**src/rtl/capture_seq_pkg.sv**
```systemverilog
// Shared state encoding and default sizing for the capture sequencer.
package capture_seq_pkg;

    typedef enum logic [2:0] {
        ST_IDLE      = 3'd0,
        ST_WAIT_LOCK = 3'd1,
        ST_ARM       = 3'd2,
        ST_RUN       = 3'd3,
        ST_GAP       = 3'd4,
        ST_DONE      = 3'd5,
        ST_ERR       = 3'd6
    } cap_state_e;

    localparam int DEF_FRAME_CNT_W   = 16;
    localparam int DEF_LOCK_WAIT     = 1024;
    localparam int DEF_GAP_CYCLES    = 64;
    localparam int DEF_FRAME_TIMEOUT = 1 << 24;

endpackage

```
**src/rtl/sync_2ff.sv**
```systemverilog
// Two-flop synchronizer for a single asynchronous level; resets to 0.
module sync_2ff (
    input  logic i_clk,
    input  logic i_rst_n,
    input  logic i_d,
    output logic o_q
);

    logic r_meta;
    logic r_sync;

    always_ff @(posedge i_clk or negedge i_rst_n) begin
        if (!i_rst_n) begin
            r_meta <= 1'b0;
            r_sync <= 1'b0;
        end else begin
            r_meta <= i_d;
            r_sync <= r_meta;
        end
    end

    assign o_q = r_sync;

endmodule

```
**src/rtl/capture_sequencer.sv**
```systemverilog
// Frame-capture controller: lock wait, one capture per frame, EOF tracking, inter-frame gap.
// Optional frame watchdog is built when CAPTURE_SEQ_WATCHDOG_EN is defined.
module capture_sequencer
    import capture_seq_pkg::*;
#(
    parameter int FRAME_CNT_W = DEF_FRAME_CNT_W,
    parameter int LOCK_WAIT   = DEF_LOCK_WAIT,
    parameter int GAP_CYCLES  = DEF_GAP_CYCLES
`ifdef CAPTURE_SEQ_WATCHDOG_EN
    ,
    parameter int FRAME_TIMEOUT = DEF_FRAME_TIMEOUT
`endif
) (
    input  logic                   sys_clk,
    input  logic                   sys_rst_n,
    input  logic                   start,
    input  logic                   stop,
    input  logic [FRAME_CNT_W-1:0] num_frames,
    input  logic                   serde_locked,
    input  logic                   eof,
    output logic                   capture,
    output logic                   busy,
    output logic [FRAME_CNT_W-1:0] frame_idx,
    output logic                   done,
    output logic                   err_lock,
    output logic                   err_timeout,
    output logic [2:0]             state_dbg
);

    localparam int WAIT_W = $clog2(LOCK_WAIT + 1);
    localparam int GAP_W  = $clog2(GAP_CYCLES + 1);

    cap_state_e             r_state;
    cap_state_e             w_state_nxt;
    logic [FRAME_CNT_W-1:0] r_frames_tgt;
    logic [FRAME_CNT_W-1:0] r_frame_idx;
    logic [FRAME_CNT_W-1:0] w_idx_inc;
    logic                   r_err_lock;
    logic                   r_stop_pend;
    logic [WAIT_W-1:0]      r_wait_cnt;
    logic [GAP_W-1:0]       r_gap_cnt;
    logic                   w_lock;
    logic                   w_accept;
    logic                   w_count;
    logic                   w_lock_err;
    logic                   w_to_err;
    logic                   w_wd_expire;

    sync_2ff u_lock_sync (
        .i_clk   (sys_clk),
        .i_rst_n (sys_rst_n),
        .i_d     (serde_locked),
        .o_q     (w_lock)
    );

    assign w_idx_inc = r_frame_idx + FRAME_CNT_W'(1);

    always_ff @(posedge sys_clk or negedge sys_rst_n) begin
        if (!sys_rst_n) begin
            r_state <= ST_IDLE;
        end else begin
            r_state <= w_state_nxt;
        end
    end

    // Lock loss outranks EOF in RUN so an interrupted frame is never counted.
    always_comb begin
        w_state_nxt = r_state;
        w_accept    = 1'b0;
        w_count     = 1'b0;
        w_lock_err  = 1'b0;
        w_to_err    = 1'b0;
        case (r_state)
            ST_IDLE: begin
                if (start) begin
                    w_accept    = 1'b1;
                    w_state_nxt = ST_WAIT_LOCK;
                end
            end
            ST_WAIT_LOCK: begin
                if (w_lock) begin
                    w_state_nxt = ST_ARM;
                end else if (r_wait_cnt == WAIT_W'(LOCK_WAIT - 1)) begin
                    w_lock_err  = 1'b1;
                    w_state_nxt = ST_ERR;
                end else if (stop) begin
                    w_state_nxt = ST_DONE;
                end
            end
            ST_ARM: begin
                w_state_nxt = ST_RUN;
            end
            ST_RUN: begin
                if (!w_lock) begin
                    w_lock_err  = 1'b1;
                    w_state_nxt = ST_ERR;
                end else if (eof) begin
                    w_count = 1'b1;
                    if ((r_frames_tgt != '0) && (w_idx_inc == r_frames_tgt)) begin
                        w_state_nxt = ST_DONE;
                    end else if (r_stop_pend || stop) begin
                        w_state_nxt = ST_DONE;
                    end else begin
                        w_state_nxt = ST_GAP;
                    end
                end else if (w_wd_expire) begin
                    w_to_err    = 1'b1;
                    w_state_nxt = ST_ERR;
                end
            end
            ST_GAP: begin
                if (stop) begin
                    w_state_nxt = ST_DONE;
                end else if (r_gap_cnt == GAP_W'(GAP_CYCLES)) begin
                    w_state_nxt = w_lock ? ST_ARM : ST_WAIT_LOCK;
                end
            end
            ST_DONE: begin
                w_state_nxt = ST_IDLE;
            end
            ST_ERR: begin
                w_state_nxt = ST_IDLE;
            end
            default: begin
                w_state_nxt = ST_IDLE;
            end
        endcase
    end

    // Per-state counters idle at zero, so each entry starts a fresh count.
    always_ff @(posedge sys_clk or negedge sys_rst_n) begin
        if (!sys_rst_n) begin
            r_wait_cnt <= '0;
            r_gap_cnt  <= '0;
        end else begin
            r_wait_cnt <= (r_state == ST_WAIT_LOCK) ? r_wait_cnt + WAIT_W'(1) : '0;
            r_gap_cnt  <= (r_state == ST_GAP) ? r_gap_cnt + GAP_W'(1) : '0;
        end
    end

    always_ff @(posedge sys_clk or negedge sys_rst_n) begin
        if (!sys_rst_n) begin
            r_frames_tgt <= '0;
            r_frame_idx  <= '0;
            r_err_lock   <= 1'b0;
            r_stop_pend  <= 1'b0;
        end else begin
            if (w_accept) begin
                r_frames_tgt <= num_frames;
                r_frame_idx  <= '0;
                r_err_lock   <= 1'b0;
            end else begin
                if (w_count) begin
                    r_frame_idx <= w_idx_inc;
                end
                if (w_lock_err) begin
                    r_err_lock <= 1'b1;
                end
            end
            if (w_state_nxt == ST_IDLE) begin
                r_stop_pend <= 1'b0;
            end else if (stop && ((r_state == ST_ARM) || (r_state == ST_RUN))) begin
                r_stop_pend <= 1'b1;
            end
        end
    end

`ifdef CAPTURE_SEQ_WATCHDOG_EN
    localparam int WD_W = $clog2(FRAME_TIMEOUT + 1);

    logic [WD_W-1:0] r_wd_cnt;
    logic            r_err_timeout;

    always_ff @(posedge sys_clk or negedge sys_rst_n) begin
        if (!sys_rst_n) begin
            r_wd_cnt      <= '0;
            r_err_timeout <= 1'b0;
        end else begin
            r_wd_cnt <= ((r_state == ST_RUN) && !eof) ? r_wd_cnt + WD_W'(1) : '0;
            if (w_accept) begin
                r_err_timeout <= 1'b0;
            end else if (w_to_err) begin
                r_err_timeout <= 1'b1;
            end
        end
    end

    assign w_wd_expire = (r_wd_cnt == WD_W'(FRAME_TIMEOUT - 1));
    assign err_timeout = r_err_timeout;
`else
    assign w_wd_expire = 1'b0;
    assign err_timeout = 1'b0;
`endif

    assign capture   = (r_state == ST_ARM);
    assign busy      = (r_state != ST_IDLE);
    assign done      = (r_state == ST_DONE);
    assign frame_idx = r_frame_idx;
    assign err_lock  = r_err_lock;
    assign state_dbg = r_state;

endmodule
```
**config.mk**
```make
export PLATFORM = sky130hd
export DESIGN_NAME = capture_sequencer
export DESIGN_NICKNAME = d
export VERILOG_FILES = /design/src/rtl/capture_seq_pkg.sv /design/src/rtl/sync_2ff.sv /design/src/rtl/capture_sequencer.sv
export SDC_FILE = /design/constraint.sdc
export NUM_CORES = 1
export LEC_CHECK = 0
export ABC_AREA = 1
export CAP_MARGIN = 20
export CORE_ASPECT_RATIO = 1.4
export CORE_UTILIZATION = 40
export DETAILED_ROUTE_END_ITERATION = 16
export PLACE_DENSITY_LB_ADDON = 0.05
export SYNTH_ARGS = -nofsm -noshare
export SYNTH_HDL_FRONTEND = slang
export SYNTH_SLANG_ARGS = --single-unit
```
**constraint.sdc**
```tcl
create_clock -name sys_clk -period 1.8 [get_ports sys_clk]
set_clock_uncertainty 0.15 [all_clocks]
set_input_delay 0.18 -clock sys_clk [delete_from_list [all_inputs] [get_ports sys_clk]]
set_output_delay 0.18 -clock sys_clk [all_outputs]
set_load 0.005 [all_outputs]
```
After elaboration in Yosys (flattened, before gate mapping)
Index checks and enable logic that the tools add are counted.
{"block": "word_totals", "n_memories": 0, "latchBits": 0, "inputBits": 22, "mem_bits_ro": 0, "out_inout_bits": 24, "register_bits": 57, "mem_bits_rw": 0}
{"block": "op_classes", "n_reduce_logical": 11, "mux": 29, "div_mod_pow": 0, "n_bitwise": 0, "eq_ne": 8, "addsub": 3, "n_lt_le_gt_ge": 0, "n_mul": 0, "shift": 0}
{"operator": "16-bit 2-to-1 mux", "count": 2}
{"operator": "3-bit 2-to-1 mux", "count": 8}
{"operator": "16-bit by 1-bit adder with 16-bit output (second input constant)", "count": 1}
{"operator": "16-bit equality test", "count": 1}
{"operator": "16-bit nonzero test", "count": 1}
{"operator": "3-bit one-hot mux with 5 select lines", "count": 1}
{"operator": "1-bit 2-to-1 mux", "count": 14}
{"operator": "11-bit by 1-bit adder with 11-bit output (second input constant)", "count": 1}
{"operator": "11-bit by 10-bit equality test with 1-bit output (second input constant)", "count": 1}
{"operator": "11-bit 2-to-1 mux", "count": 1}
{"operator": "7-bit by 1-bit adder with 7-bit output (second input constant)", "count": 1}
{"operator": "7-bit equality test (second input constant)", "count": 1}
{"operator": "7-bit 2-to-1 mux", "count": 1}
{"operator": "3-bit by 2-bit equality test with 1-bit output (second input constant)", "count": 2}
{"operator": "3-bit equality test (second input constant)", "count": 2}
{"operator": "3-bit logical NOT", "count": 2}
{"operator": "2-bit nonzero test", "count": 3}
{"operator": "3-bit by 1-bit equality test with 1-bit output (second input constant)", "count": 1}
{"operator": "3-bit nonzero test", "count": 1}
{"operator": "1-bit logical AND", "count": 2}
{"operator": "1-bit logical OR", "count": 2}
{"operator": "2-bit 2-to-1 mux", "count": 1}
{"operator": "1-bit one-hot mux with 2 select lines", "count": 1}

Longest topological paths before layout
{"block": "logic_depth", "depth_word": 9, "mapped_depth": 17, "depth_no_buf": 17}

Hierarchy
A second synthesis with hierarchy kept.
{"block": "unflattened", "hier_cells": 434, "hier_area_um2": 3243.1}
{"module": "capture_sequencer", "area_per_inst_um2": 3193.1, "n_inst": 1, "cells_each": 432}
{"module": "sync_2ff", "area_per_inst_um2": 50.0, "n_inst": 1, "cells_each": 2}

Worst setup path after synthesis
No wires, ideal clock.
{"block": "synth_timing", "path_type": "reg2reg", "startpoint": "reg r_frame_idx[0] (netlist: frame_idx[0])", "endpoint": "reg r_stop_pend", "stages_incl_launch_ff": 17, "n_path_buf": 0, "synth_period_minus_slack_ps": 1900, "path_slack_ps": -100, "t_arrival_ps": 1688, "setup_time_ps": 63, "path_cell_list": "dfrtp_1 ha_1 nand2_2 nor2_4 nand2_1 nand2_1 and2_1 nor2_1 nor2_1 nand2_1 nor2_1 nand3_1 nand2_1 nand2_1 nand3_1 nand2_1 inv_1"}
{"block": "synth_via", "elab_chain_cells": 9, "elab_cells_between_ends": 10, "classes_between": "add/sub (1); eq/ne (1); mux (5); reduce/logical (3)"}
{"element": "start, declared", "line": "capture_sequencer.sv:36", "source": "logic [FRAME_CNT_W-1:0] r_frame_idx;"}
{"element": "start signal, assigned", "line": "capture_sequencer.sv:154", "source": "r_frame_idx <= w_idx_inc;"}
{"element": "16-bit by 1-bit adder with 16-bit output (*)", "line": "capture_sequencer.sv:56", "source": "assign w_idx_inc = r_frame_idx + FRAME_CNT_W'(1);"}
{"element": "16-bit equality test (*)", "line": "capture_sequencer.sv:99", "source": "if ((r_frames_tgt != '0) && (w_idx_inc == r_frames_tgt)) begin"}
{"element": "1-bit logical AND (*)", "line": "capture_sequencer.sv:99"}
{"element": "1-bit 2-to-1 mux (*)", "line": "capture_sequencer.sv:99"}
{"element": "3-bit 2-to-1 mux (*)", "line": "capture_sequencer.sv:97", "source": "end else if (eof) begin"}
{"element": "3-bit 2-to-1 mux (*)", "line": "capture_sequencer.sv:94", "source": "if (!w_lock) begin"}
{"element": "3-bit one-hot mux with 5 select lines (*)", "line": "capture_sequencer.sv:73", "source": "case (r_state)"}
{"element": "3-bit logical NOT (*)", "line": "capture_sequencer.sv:160", "source": "if (w_state_nxt == ST_IDLE) begin"}
{"element": "1-bit 2-to-1 mux / 2-bit nonzero test (equally long branches)"}
{"element": "end signal, assigned", "line": "capture_sequencer.sv:146", "source": "r_stop_pend <= 1'b0;"}
{"element": "end signal, assigned", "line": "capture_sequencer.sv:161", "source": "r_stop_pend <= 1'b0;"}
{"element": "end signal, assigned", "line": "capture_sequencer.sv:163", "source": "r_stop_pend <= 1'b1;"}
{"element": "end, declared", "line": "capture_sequencer.sv:39", "source": "logic r_stop_pend;"}
Every way passes the cells marked *; elsewhere a longest branch is shown, timed or not.
A chain may end at the register's enable or synchronous reset.

Final worst setup path
{"block": "layout_timing", "startpoint": "reg r_frame_idx[1] (netlist: frame_idx[1])", "endpoint": "reg r_stop_pend"}
The elaborated chain is that of the path after synthesis.

==> results.md <==
Timing:
- The worst-case headroom to the max-slew limit is 0.5475.
- Of the available clock period, the critical path in the final layout requires 1.110.
- The max-slew violation total from the final report is 0.
- The final critical-path setup slack is -0.1988 ns.
- For this run, the top clock speed supported by timing is 500.3 MHz.
- The post-layout minimum cycle time is 1.999 ns.
- The final count of negative-setup-slack endpoints is 2.
- Setup repair after global routing could not meet its margin everywhere.
- The number of hold violations in the final report is 0.
- The actual slew at the worst max-slew pin is 0.6726 ns.

Setup path:
- The critical path is of the reg2reg type.
- The source of the worst register-to-register timing path is frame_idx[1]$_DFFE_PN0P_.
- The reg-to-reg setup timing slack is -0.20 ns.
- The critical path contains buffers and inverters numbering 4 combined.
- The worst flop-to-flop path endpoint is r_stop_pend$_DFFE_PN0P_.
- The critical path data arrival time is 2.15 ns.
- The startpoint type of the worst setup path is a flip-flop.
- The cell with the biggest individual delay on the critical path is sky130_fd_sc_hd__dfrtp_1.
- The origin of the worst setup path is frame_idx[1]$_DFFE_PN0P_.
- The critical path runs through a total of 17 cells.
- STA classifies the critical path endpoint as a flip-flop.
- The delay of the slowest cell on the worst path is 0.42 ns.
- The kind of cell with the highest combined delay along the critical path is simple AND/OR/NAND/NOR gates.
- The critical path's most frequent cell is sky130_fd_sc_hd__nand2_1.
- Measured in cells, the most critical reg-to-reg path has a length of 17.
- The critical path goes through buf_6 -> inv_1 -> nor2_4 -> nand2_2 -> inv_2 -> nand2_1 -> nand2_2 -> nand2_2 -> nand2_1 -> nand2_1 -> nor2_1 -> nand3_1 -> nand2_1 -> nand2_2 -> nand3_1 -> nand2_1 -> inv_1.
- The critical path required time is 1.95 ns.
- The peak fanout along the critical path is 6.
- The worst setup path endpoint is r_stop_pend$_DFFE_PN0P_.

Final layout:
- In the layout the commonest cells are 85 x sky130_fd_sc_hd__nand2_1, 56 x sky130_fd_sc_hd__buf_4, 55 x sky130_fd_sc_hd__dfrtp_1.
- The fraction of layout cells with a size suffix above 1 is 0.2342.
- Compared with the post-synthesis result, the final layout area differs by 42.92%.
- With fillers left out, the area of the finished cells amounts to 4599 um^2.
- 0 antenna diodes ended up in the layout.
- The most common cell after layout, fill and taps aside is sky130_fd_sc_hd__nand2_1.
- The count of placed standard cells in the final layout, fillers left out is 638.
- At the end of the flow the core is filled with cells to 0.5935.
- The final net count is 559.

Global route:
- The remaining global-route overflow is 0.
- The met2 global-route usage is 0.4027.
- The met3 usage is 0.04557.
- Entering global routing, the biggest net connects 35 pins.
- The number of antenna violations at the first check in global routing is 0.
- met2 is the most crowded layer.
- In the global route stage, met1 resource usage came out at 0.2630.
- The number of global-route vias before repair came to 3,042.
- The first global-routing pass estimated 14,320 um of wire.
- The overall track demand over capacity in global routing is 0.2256.

Route:
- The routed wirelength normalized by instance count is 13.55 um.
- Summing over every cut layer, the via total after detailed routing is 3,140.
- In the routed design, unresolved DRC markers number 0.
- The count of antenna-violating nets left after detailed routing is 0.
- The total wire length after detailed routing is 8646 um.
- The violation count after the first detailed-routing iteration is 180.
- The total iterations of the first detailed-routing run is 4.
- After detailed routing, the number of vias per cell comes to 4.922.

Placement:
- Buffers placed on the I/O ports in this run total 44.
- The routability congestion estimate is 0.9465.
- The placed instances occupy a cell area of 4189 um^2.
- The number of placed instances, taps included is 615.
- The setup slack at placement is -0.3052 ns.
- The sum of net half-perimeters after detailed placement is 6511 um.

Synthesis:
- Of the total synthesized cell area, the portion taken by full adders, half adders and majority gates is 0.01555.
- The largest family of logic cells by synthesized area is simple AND/OR/NAND/NOR gates.
- The post-synthesis average cell area is 7.626 um^2.
- The number of synthesis warnings is 0.
- The synthesized-area fraction occupied by ao, oa, aoi and oai cells is 0.09642.
- After synthesis, the cell types taking the most area are sky130_fd_sc_hd__dfrtp_1 44%, sky130_fd_sc_hd__nand2_1 11%, sky130_fd_sc_hd__nand3_1 7.2%.
- The post-synth net total is 448.
- The count of state elements after synthesis is 57.
- The synthesized netlist contains 34 unique library cells.
- The post-synthesis mux area share is 0.02100.
- The largest total area in the synthesized netlist belongs to sky130_fd_sc_hd__dfrtp_1.
- Of the total synthesized cell area, the portion taken by AND, OR, NAND and NOR gates is 0.3297.
- Summing every instance area after synthesis gives 3218 um^2.
- The number of instances in the synthesized netlist is 422.
- The fraction of post-synthesis cell area in the top cell type by area is 0.4432.
- Of the total synthesized cell area, the portion taken by XOR and XNOR cells is 0.01788.
- The share of the Yosys chip area taken by registers is 0.4432.

Clock network:
- The TritonCTS clock tree is built.
- The H-tree was split into 3 levels.
- The total clock buffers created by CTS is 9.
- The later pin in the worst-skew pair is clocked with a latency of 0.35 ns.
- The root cell of the clock tree is sky130_fd_sc_hd__clkbuf_8.
- The clock edge transition at the registers on the reported setup and hold paths is 0.07 ns.
- Counting along the longest clock path gives a buffer depth of 2.
- The clock net sink count is 57.

Outcome:
- The checks that failed: setup timing.
- The run finished, with violations left.

Power and ir drop:
- In this run the power density over the cells is 1120 nW/um^2.
- The reported leakage power is 2.164 nW.
- VDD sags by at most 0.7225 mV.
- Summing internal, switching and leakage power gives 0.005150 W.

Die:
- The die area is 8413 um^2.
- The core region area is 7750 um^2.
- The initial utilization of the core area, before any placement, comes to 0.4152.
- The floorplan step set the die width to 77.81 um.
- The number of primary I/O pins is 46.
- The height of the die is 108.1 um.
- The site row count is 38.

Run:
- The number of max-capacitance violations reported is 0.

Hold path:
- The path category of the worst min-delay check is in2async.
[report_power, final]
| group | internal [W] | leakage, nW | switching, W | total (W) |
|---|---|---|---|---|
| Clock | 0.000956 | 0.120 | 0.000549 | 0.00150 |
| Combinational | 0.000928 | 1.31 | 0.000956 | 0.00188 |
| Sequential | 0.00155 | 0.735 | 0.000210 | 0.00176 |
| Total | 0.00344 | 2.16 | 0.00171 | 0.00515 |
[layout make-up]
| cell class | count | area (um^2) |
|---|---|---|
| clock inverter | 5 | 102.6 |
| multi-input combinational | 303 | 1652 |
| sequential | 57 | 1429 |
| tap | 100 | 125.1 |
| inverter | 56 | 210.2 |
| timing repair buffer | 106 | 939.7 |
| fill | 722 | 3151 |
| clock buffer | 11 | 141.4 |
[cells in the mapped netlist (all sizes together)]
cell type,number
inv,55
xnor2,1
and3,2
buf,3
dfrtp,57
o21a,1
clkinv,1
conb,1
nand4,9
mux2,6
xnor3,1
nor2,61
clkbuf,3
o22ai,11
nor4,1
nand2,96
xor2,3
o21ai,18
nand3,46
a21oi,22
nand3b,3
o31ai,3
nor3,11
o21bai,1
ha,4
and2,2
[cells by family (layout without fill, tap and decap cells)]
| family | Yosys count | after routing |
|---|---|---|
| simple gates | 231 | 231 |
| buf+inv | 62 | 178 |
| flops | 57 | 57 |
| compound gates | 56 | 56 |
| mux | 6 | 6 |
| xor+xnor | 5 | 5 |
| fa+ha+maj | 4 | 4 |
| other cells | 1 | 1 |
[stage by stage]
stage	setup TNS [ns]	hold slack [ns]
CTS	-0.3527	0.06174
detailed placement	-0.5251	-0.1000
global route	-1.531	0.09040
finish	-0.3118	0.07312
global placement	-1.204	-0.1034
floorplan	-0.07760	-0.2656
[flip-flops by register name, indices dropped and copies added (netlist names)]
register            count
err_lock                1
frame_idx              16
r_frames_tgt           16
r_gap_cnt               7
r_stop_pend             1
r_wait_cnt             11
state_dbg               3
u_lock_sync.o_q         1
u_lock_sync.r_meta      1
[how the worst min path moves through the flow]
stage | start | cells after the start | endpoint | slack (ns)
finish | sys_rst_n | 2 | frame_idx[0]$_DFFE_PN0P_ | 0.07
detailed placement | sys_rst_n | 1 | frame_idx[3]$_DFFE_PN0P_ | -0.10
global placement | sys_rst_n | 1 | frame_idx[3]$_DFFE_PN0P_ | -0.10
floorplan | sys_rst_n | 0 | err_lock$_DFFE_PN0P_ | -0.27
global route | sys_rst_n | 2 | frame_idx[0]$_DFFE_PN0P_ | 0.09
CTS | sys_rst_n | 2 | frame_idx[0]$_DFFE_PN0P_ | 0.06
[timing repair]
action | CTS | global route
endpoints found under the hold margin | 57 | 0
endpoints found under the setup margin | 15 | 25
pin swaps | 8 | 10
buffers inserted | 4 | 3
gates resized for setup | 12 | 26
hold buffers | 1 | 0
[routing by layer]
layer / wire length [um] / part of all wire / vias to the layer above
met4: 187 / 0.022 / 0
met5: 0 / 0 / -
met3: 248 / 0.029 / 16
met2: 4516 / 0.52 / 65
li1: - / - / 1603
met1: 3694 / 0.43 / 1456
Power figures use the tool's default switching activity.
